**config.mk**
```make
export PLATFORM = sky130hd
export DESIGN_NAME = dino_motion_ctrl
export DESIGN_NICKNAME = d
export VERILOG_FILES = /design/src/rtl/dino_pkg.sv /design/src/rtl/dino_motion_ctrl_frame_tick_gen.sv /design/src/rtl/dino_motion_ctrl.sv
export SDC_FILE = /design/constraint.sdc
export NUM_CORES = 1
export LEC_CHECK = 0
export CORE_MARGIN = 10
export CORE_UTILIZATION = 56
export DETAILED_ROUTE_END_ITERATION = 7
export DONT_BUFFER_PORTS = 1
export PLACE_DENSITY = 0.74
export SLEW_MARGIN = 20
export SYNTH_ARGS = -nofsm -noshare
export SYNTH_HDL_FRONTEND = slang
export SYNTH_SLANG_ARGS = --single-unit
```
**constraint.sdc**
```tcl
create_clock -name clk -period 2.5 [get_ports clk]
set_input_delay 0.5 -clock clk [delete_from_list [all_inputs] [get_ports clk]]
set_output_delay 0.5 -clock clk [all_outputs]
set_load 0.03 [all_outputs]
```
**src/rtl/dino_pkg.sv**
```systemverilog
// dino_pkg: motion state type, sprite codes and the shared vblank line.
// Imported by the dino motion controller and the renderer.
package dino_pkg;

    typedef enum logic [1:0] {
        RUN  = 2'd0,
        DUCK = 2'd1,
        AIR  = 2'd2
    } motion_t;

    localparam logic [1:0] SPR_RUN  = 2'd0;
    localparam logic [1:0] SPR_JUMP = 2'd1;
    localparam logic [1:0] SPR_DUCK = 2'd2;

    localparam logic [9:0] VBLANK_LINE = 10'd480;

    function automatic logic [1:0] spr_of(input motion_t s);
        case (s)
            RUN:     spr_of = SPR_RUN;
            AIR:     spr_of = SPR_JUMP;
            DUCK:    spr_of = SPR_DUCK;
            default: spr_of = SPR_RUN;
        endcase
    endfunction

endpackage

```
**src/rtl/dino_motion_ctrl_frame_tick_gen.sv**
```systemverilog
// frame_tick_gen: one-cycle registered pulse on entry to the vblank line.
// Ports: i_clk, i_reset (sync, high), i_vcount[9:0] -> o_tick.
module frame_tick_gen #(
    parameter logic [9:0] VBLANK_LINE = 10'd480
) (
    input  logic       i_clk,
    input  logic       i_reset,
    input  logic [9:0] i_vcount,
    output logic       o_tick
);

    logic [9:0] r_prev;
    logic       r_tick;

    // vcount holds for a whole line, so only the first cycle on it fires
    always_ff @(posedge i_clk) begin
        if (i_reset) begin
            r_prev <= '0;
            r_tick <= 1'b0;
        end else begin
            r_prev <= i_vcount;
            r_tick <= (i_vcount == VBLANK_LINE) && (r_prev != VBLANK_LINE);
        end
    end

    assign o_tick = r_tick;

endmodule

```
**src/rtl/dino_motion_ctrl.sv**
```systemverilog
// dino_motion_ctrl: frame-synchronous jump/duck motion for the dino sprite.
// Ports: clk, reset (sync, high), vcount[9:0], enable, jump_req, duck_req
//        -> dino_y[7:0], sprite_sel[1:0], airborne, frame_tick, landed.
module dino_motion_ctrl #(
    parameter logic [7:0] GROUND_Y    = 8'd100,
    parameter logic [5:0] JUMP_V0     = 6'd12,
    parameter logic [5:0] GRAVITY     = 6'd1,
    parameter logic [9:0] VBLANK_LINE = dino_pkg::VBLANK_LINE
) (
    input  logic       clk,
    input  logic       reset,
    input  logic [9:0] vcount,
    input  logic       enable,
    input  logic       jump_req,
    input  logic       duck_req,
    output logic [7:0] dino_y,
    output logic [1:0] sprite_sel,
    output logic       airborne,
    output logic       frame_tick,
    output logic       landed
);

    import dino_pkg::*;

    logic               w_tick;
    logic               w_jump;
    logic signed [6:0]  w_fall;
    logic signed [9:0]  w_y_air;
    logic [9:0]         w_y_clamp;
    motion_t            w_state_n;
    logic signed [6:0]  w_vel_n;
    logic [7:0]         w_y_n;
    logic               w_land_n;

    motion_t            r_state;
    logic signed [6:0]  r_vel;
    logic [7:0]         r_y;
    logic               r_jump_pend;
    logic               r_landed;
    logic [1:0]         r_spr;
    logic               r_air;

    frame_tick_gen #(
        .VBLANK_LINE(VBLANK_LINE)
    ) u_tick (
        .i_clk    (clk),
        .i_reset  (reset),
        .i_vcount (vcount),
        .o_tick   (w_tick)
    );

    always_comb begin
        // a request in the tick cycle itself still counts for that tick
        w_jump    = r_jump_pend | jump_req;
        w_fall    = duck_req ? signed'({GRAVITY, 1'b0})
                             : signed'({1'b0, GRAVITY});
        w_y_air   = signed'({2'b00, r_y})
                  - signed'({{3{r_vel[6]}}, r_vel});
        w_y_clamp = w_y_air[9] ? 10'd0 : unsigned'(w_y_air);
        w_state_n = r_state;
        w_vel_n   = r_vel;
        w_y_n     = r_y;
        w_land_n  = 1'b0;
        unique case (r_state)
            RUN, DUCK: begin
                if (w_jump) begin
                    w_state_n = AIR;
                    w_vel_n   = signed'({1'b0, JUMP_V0});
                end else begin
                    w_state_n = duck_req ? DUCK : RUN;
                    w_y_n     = GROUND_Y;
                end
            end
            AIR: begin
                if (w_y_clamp >= {2'b00, GROUND_Y}) begin
                    w_state_n = RUN;
                    w_vel_n   = '0;
                    w_y_n     = GROUND_Y;
                    w_land_n  = 1'b1;
                end else begin
                    w_y_n   = w_y_clamp[7:0];
                    w_vel_n = r_vel - w_fall;
                end
            end
            default: begin
                w_state_n = RUN;
                w_vel_n   = '0;
                w_y_n     = GROUND_Y;
            end
        endcase
    end

    always_ff @(posedge clk) begin
        if (reset) begin
            r_state     <= RUN;
            r_vel       <= '0;
            r_y         <= GROUND_Y;
            r_jump_pend <= 1'b0;
            r_landed    <= 1'b0;
            r_spr       <= SPR_RUN;
            r_air       <= 1'b0;
        end else begin
            r_landed <= 1'b0;
            if (w_tick && enable) begin
                // pending jump is spent on every live tick, even in AIR
                r_jump_pend <= 1'b0;
                r_state     <= w_state_n;
                r_vel       <= w_vel_n;
                r_y         <= w_y_n;
                r_landed    <= w_land_n;
                r_spr       <= spr_of(w_state_n);
                r_air       <= (w_state_n == AIR);
            end else if (jump_req) begin
                r_jump_pend <= 1'b1;
            end
        end
    end

    assign dino_y     = r_y;
    assign sprite_sel = r_spr;
    assign airborne   = r_air;
    assign frame_tick = w_tick;
    assign landed     = r_landed;

endmodule

```
* Word-level counts from Yosys, hierarchy flattened *
Cells that the tools add are included.

operators by class
  add/subtract/negate cells = 2
  order comparisons = 1
  equal/unequal tests = 8
  muxes and demuxes = 14
  bitwise gates (word level) = 3
  reductions and logical operators = 8

operators with widths
  cell                                                               number
  two-way mux 8 bit                                                  2
  case mux 8 bit (2 select lines)                                    1
  two-way mux 7 bit                                                  2
  case mux 7 bit (2 select lines)                                    1
  equality test 10 x 9 -> 1 bit, second input constant               1
  inequality test 10 x 9 -> 1 bit, second input constant             1
  subtractor 9 x 7 -> 10 bit                                         1
  greater-or-equal comparator 9 x 7 -> 1 bit, second input constant  1
  two-way mux 9 bit                                                  1
  case mux 2 bit (2 select lines)                                    2
  subtractor 7 x 3 -> 7 bit                                          1
  two-way mux 2 bit                                                  3
  equality test 2 x 1 -> 1 bit, second input constant                2
  equality test 2 bit, second input constant                         2
  inequality test 2 bit, second input constant                       2
  AND reduction 2 bit                                                2
  OR reduction 2 bit                                                 2
  OR reduction 3 bit                                                 1
  logical AND 1 bit                                                  2
  zero test 2 bit                                                    1
  two-way mux 1 bit                                                  2
  NOT 1 bit                                                          2
  bitwise OR 1 bit                                                   1

storage, ports and cells
  bits in registers = 33
  bits of input ports = 15
  output and inout bits = 13
  logic and storage cells = 45

* Depth between registers and ports, before layout *
  depth after elaboration = 7
  mapped depth = 11
  gate-level depth less buffers = 10

* Modules after synthesis *
Synthesis repeated with hierarchy kept, for this count alone.

second synthesis, totals
  cells, all modules = 213
  area, all modules = 1803.0 um^2

modules (own cells, without submodules)
  module            times used  cells each  area each (um^2)  sequential area each (um^2)
  dino_motion_ctrl  1           184         1450.1            420.4
  frame_tick_gen    1           29          352.8             220.2

* Worst setup path before layout *
Ideal clock, no wire load.

  kind = reg2reg
  from = register r_y[0] (netlist: dino_y[0])
  to = register r_y[6] (netlist: dino_y[6])
  setup time = 0.125 ns
  data arrival time = 2.678 ns
  data required time = 2.375 ns
  setup slack = -0.303 ns
  stages on the path, launching flop included = 11
  path buffers = 0
  period minus slack after synthesis = 2.803 ns
  cell sequence = dfxtp_1 inv_1 ha_1 fa_1 nor2b_1 o2111ai_1 a2111oi_2 nor3_1 a211oi_2 o21ai_2 o41a_1

between the ends
  word-level cells in the longest chain between the ends = 5

RTL lines
  what                                        line                     source
  start, declared                             dino_motion_ctrl.sv:37   logic [7:0] r_y;
  start signal, assigned                      dino_motion_ctrl.sv:109  r_y <= w_y_n;
  subtractor 9 x 7 -> 10 bit *                dino_motion_ctrl.sv:58   - signed'({{3{r_vel[6]}}, r_vel});
  two-way mux 9 bit *                         dino_motion_ctrl.sv:59   w_y_clamp = w_y_air[9] ? 10'd0 : unsigned'(w_y_air);
  greater-or-equal comparator 9 x 7 -> 1 bit  dino_motion_ctrl.sv:75   if (w_y_clamp >= {2'b00, GROUND_Y}) begin
  two-way mux 8 bit *                         dino_motion_ctrl.sv:75
  case mux 8 bit (2 select lines) *           dino_motion_ctrl.sv:64   unique case (r_state)

Every way passes the cells marked *; elsewhere a longest branch is shown, timed or not.
A chain may end at the register's enable or synchronous reset.

* Worst setup path after layout *
  from = register r_y[0] (netlist: dino_y[0])
  to = register r_y[4] (netlist: dino_y[4])

The elaborated chain is that of the path after synthesis.

==> qor.csv <==
stage,metric,value,unit
status,outcome,finished with violations,
status,failed_checks,setup timing,
sta,period_minus_slack,2.575,ns
pwr,cellPowerDensity,373.5,mW/mm2
clocking,clock_sinks,32,
global_route,grt_first_pass_wirelength,7.762,mm
yosys,dominantRegCellSynth,dfxtp_1,
sta,period_share,103.0,%
yosys,postSynthAreaPerCell,8.111,um2
sta,timing.fmax,388.4,MHz
setup_path,required,2.77,ns
yosys,synth.net_count,256,
sta,rsz0062_at_grt,yes,
sta,final_critical_path_setup_slack,-0.07460,ns
setup_path,r2r-start,dino_y[0]$_SDFFE_PP0P_,
setup_path,worstSetupStartpoint,dino_y[0]$_SDFFE_PP0P_,
setup_path,critical_path_startpoint_category,flip-flop,
floorplan,rows,20,
pwr,totalPowerFinal,858.1,uW
pwr,netSwitchingFraction,25.06,%
placement,io_buffer_count,0,
placement,final_weighted_congestion_in_routability_driven_placement,0.9105,
clocking,worstSkewPairLatency,0.34,ns
placement,dp.final_hpwl,3.468,mm
setup_path,regToRegEndpoint,dino_y[4]$_SDFFE_PP0P_,
detailed_routing,firstDrtPassIters,4,
floorplan,floorplan.core_area,0.003103,mm2
yosys,synth.ff_latch_count,32,
setup_path,cp_data_arrival_time,2.85,ns
sta,worst_pin_slew,0.6087,ns
floorplan,floorplan.io_pins,28,
flow_run,max-cap-violations,0,
pwr,p_comb_share,3.1,%
pwr,power_frac_clock,36.2,%
sta,maxSlewHeadroom,59.36,%
yosys,synth.yosys.seq_area_share,34.64,%
clocking,cts-buffers-inserted,5,
clocking,htree_num_levels,2,
yosys,synthesis.yosys.warnings,0,
cells_and_area,fraction_of_layout_instances_using_a_drive_strength_above_1,26.29,%
global_route,grt_max_degree,37,
detailed_routing,detail_route.drc_violations,0,
clocking,cts.path.max_buffers,2,
detailed_routing,routed_via_density,6.044,
cells_and_area,post_route_cell_area,0.002297,mm2
setup_path,timing.critical_path.to,dino_y[4]$_SDFFE_PP0P_,
pwr,ir_drop,0.3862,mV
sta,finalMaxSlewViolations,0,
clocking,cts-hold-fix-buffers,0,
detailed_routing,final_antenna_net_count,0,
setup_path,timing.reg2reg.setup_slack,-0.07,ns
detailed_routing,post_detailed_route_wirelength_per_cell,16.72,um
pwr,seq_power_share,60.7,%
min_path,hold_class,in2reg,
detailed_routing,routed-via-count,1783,
floorplan,chipWidth,77.47,um
yosys,synthesis.area,0.001849,mm2
detailed_routing,route.final.wire_length,4.933,mm
pwr,p_leak,0.8602,nW
setup_path,crit_path_max_fanout,5,
cells_and_area,layout-area-overhead-vs-synth,24.22,%
yosys,post_synth_inst_count,228,
clocking,cts_tree,yes,
yosys,synth_cell_type_count,46,
setup_path,timing_worst_setup_path_type,reg2reg,
global_route,antenna_found_initial,0,
setup_path,cp-end-kind,flip-flop,
cells_and_area,layout.nets,278,
cells_and_area,num-fill-cells,246,
floorplan,dieHeight,77.47,um
yosys,synth-edff-count,0,
global_route,grt_pass1_vias,1749,
clocking,clock_tree_root_driver_cell,clkbuf_4,
global_route,gr-usage-all-layers,15.34,%
clocking,clk_pin_slew,0.11,ns
setup_path,r2r.worst_path.cells,12,
sta,worst_clock_skew,0.004436,ns
pwr,total_switching_power,215.0,uW
sta,setup-violations-final,9,
sta,hold_violations,0,
placement,dpl-instance-area,0.002051,mm2
placement,place_worst_setup_slack,-0.04948,ns
pwr,internal_power,643.0,uW
floorplan,initial_core_util,59.60,%
floorplan,die_area,0.006001,mm2
yosys,post_synth_arst_share,0,%
global_route,global_route.overflow_total,0,
detailed_routing,drtIter0Drc,149,
cells_and_area,n_antenna_cell,0,
-- state kept, by name, indices dropped and copies added, names as in the netlist --
register and flops:
u_tick.r_prev 10, dino_y 8, r_state 2, r_vel 7
r_jump_pend 1, airborne 1, u_tick.o_tick 1, landed 1
sprite_sel 1
-- Yosys cell counts, types with 2 or more instances --
library cell	count	area share, %
dfxtp_1	32	35
o21bai_1	2	0.81
inv_1	16	3.2
a211oi_1	4	1.6
nand2_1	17	3.5
or3_1	5	1.7
o21ai_0	6	1.6
and2_1	2	0.68
nand3_1	2	0.54
a21oi_1	20	5.4
nand2b_1	4	1.4
nor3_1	10	2.7
xnor2_1	5	2.4
nor2_1	26	5.3
nand4_1	5	1.7
mux2i_1	2	1.1
ha_1	11	7.4
o31ai_1	2	0.81
clkbuf_1	9	1.8
o2111ai_1	4	1.9
fa_1	2	2.2
nor4_1	2	0.68
nor2b_1	13	4.4
o41a_1	3	1.8
o211ai_1	3	1.2
-- power groups by stage --
stage          clock [mW]  combinational, mW  sequential, mW
2_1_floorplan           0             0.0264           0.532
3_3_place_gp            0             0.0241           0.532
3_5_place_dp            0             0.0248           0.533
4_1_cts             0.315             0.0253           0.521
5_1_grt             0.338             0.0293           0.522
6_report            0.311             0.0262           0.521
-- cell usage in the layout (no fill, tap or decap), types with 6 or more instances in the layout --
master / instances
dfxtp_1: 29
nor2_1: 26
buf_4: 24
nand2_1: 17
a21oi_1: 16
inv_1: 15
nor2b_1: 12
nor3_1: 9
ha_1: 7
o21ai_0: 6
-- worst max-delay path, stage by stage (launching register included) --
cell	delay (ns)
dfxtp_4	0.36
inv_2	0.04
ha_4	0.15
fa_2	0.39
nand2b_4	0.17
a21oi_1	0.17
o31a_1	0.21
a311oi_2	0.07
a211oi_2	0.31
buf_4	0.18
buf_2	0.17
nand4_1	0.11
a21oi_1	0.18
-- kinds of logic (layout without fill, tap and decap cells) --
family,Yosys count,in the layout,synth area share (%)
simple gates,91,91,24.76
compound gates,55,55,20.91
flops,32,32,34.64
buf+inv,29,52,6.156
fa+ha+maj,13,13,9.608
xor+xnor,6,6,2.842
mux,2,2,1.083
-- metal layers --
layer  track usage [%]  vias to the layer above  part of all wire, %
li1                  -                      854                    -
met1             16.67                      845                   38
met2             26.34                       70                   51
met3             5.069                       14                  8.6
met4             7.299                        0                  2.4
met5                 0                        -                    0
-- how the worst min path moves through the flow --
stage / start / endpoint / slack (ns) / depth (start not counted)
after floorplan: r_state[0]$_SDFFE_PP0P_ / r_state[0]$_SDFFE_PP0P_ / 0.44 / 2
after global placement: r_state[0]$_SDFFE_PP0P_ / r_state[0]$_SDFFE_PP0P_ / 0.44 / 2
after detailed placement: r_state[0]$_SDFFE_PP0P_ / r_state[0]$_SDFFE_PP0P_ / 0.45 / 2
after CTS: reset / dino_y[1]$_SDFFE_PP0P_ / 0.20 / 1
after global routing: reset / u_tick.r_prev[6]$_SDFF_PP0_ / 0.19 / 1
final: reset / u_tick.r_prev[9]$_SDFF_PP0_ / 0.21 / 1
-- stage by stage --
step / utilization (%) / hold WS (ns) / setup TNS, ns / std cells
floorplan: - / 0.4367 / 0 / 228
global placement: 66.09 / 0.4396 / 0 / 284
detailed placement: 66.09 / 0.4514 / -0.2125 / 284
CTS: 68.83 / 0.2048 / -0.1267 / 293
global route: 74.03 / 0.1886 / -2.058 / 295
finish: 74.03 / 0.2141 / -0.2958 / 295
-- cell type report --
cell class / count / area, um2 / area share, %
Tap cell: 44 / 55.05 / 2.397
Inverter: 17 / 63.81 / 2.778
Sequential cell: 32 / 646.9 / 28.16
Clock inverter: 3 / 23.77 / 1.035
Timing Repair Buffer: 27 / 207.7 / 9.041
Clock buffer: 5 / 37.54 / 1.634
Multi-Input combinational cell: 167 / 1262 / 54.96
-- repair_timing --
| action | 4_1_cts | 5_1_grt |
|---|---|---|
| buffers inserted | 1 | 1 |
| cloned | 0 | 1 |
| endpoints found under the setup margin | 12 | 17 |
| resized for setup | 2 | 24 |
| pin swaps | 3 | 5 |
Note: power is estimated with default switching activity, not from simulation.
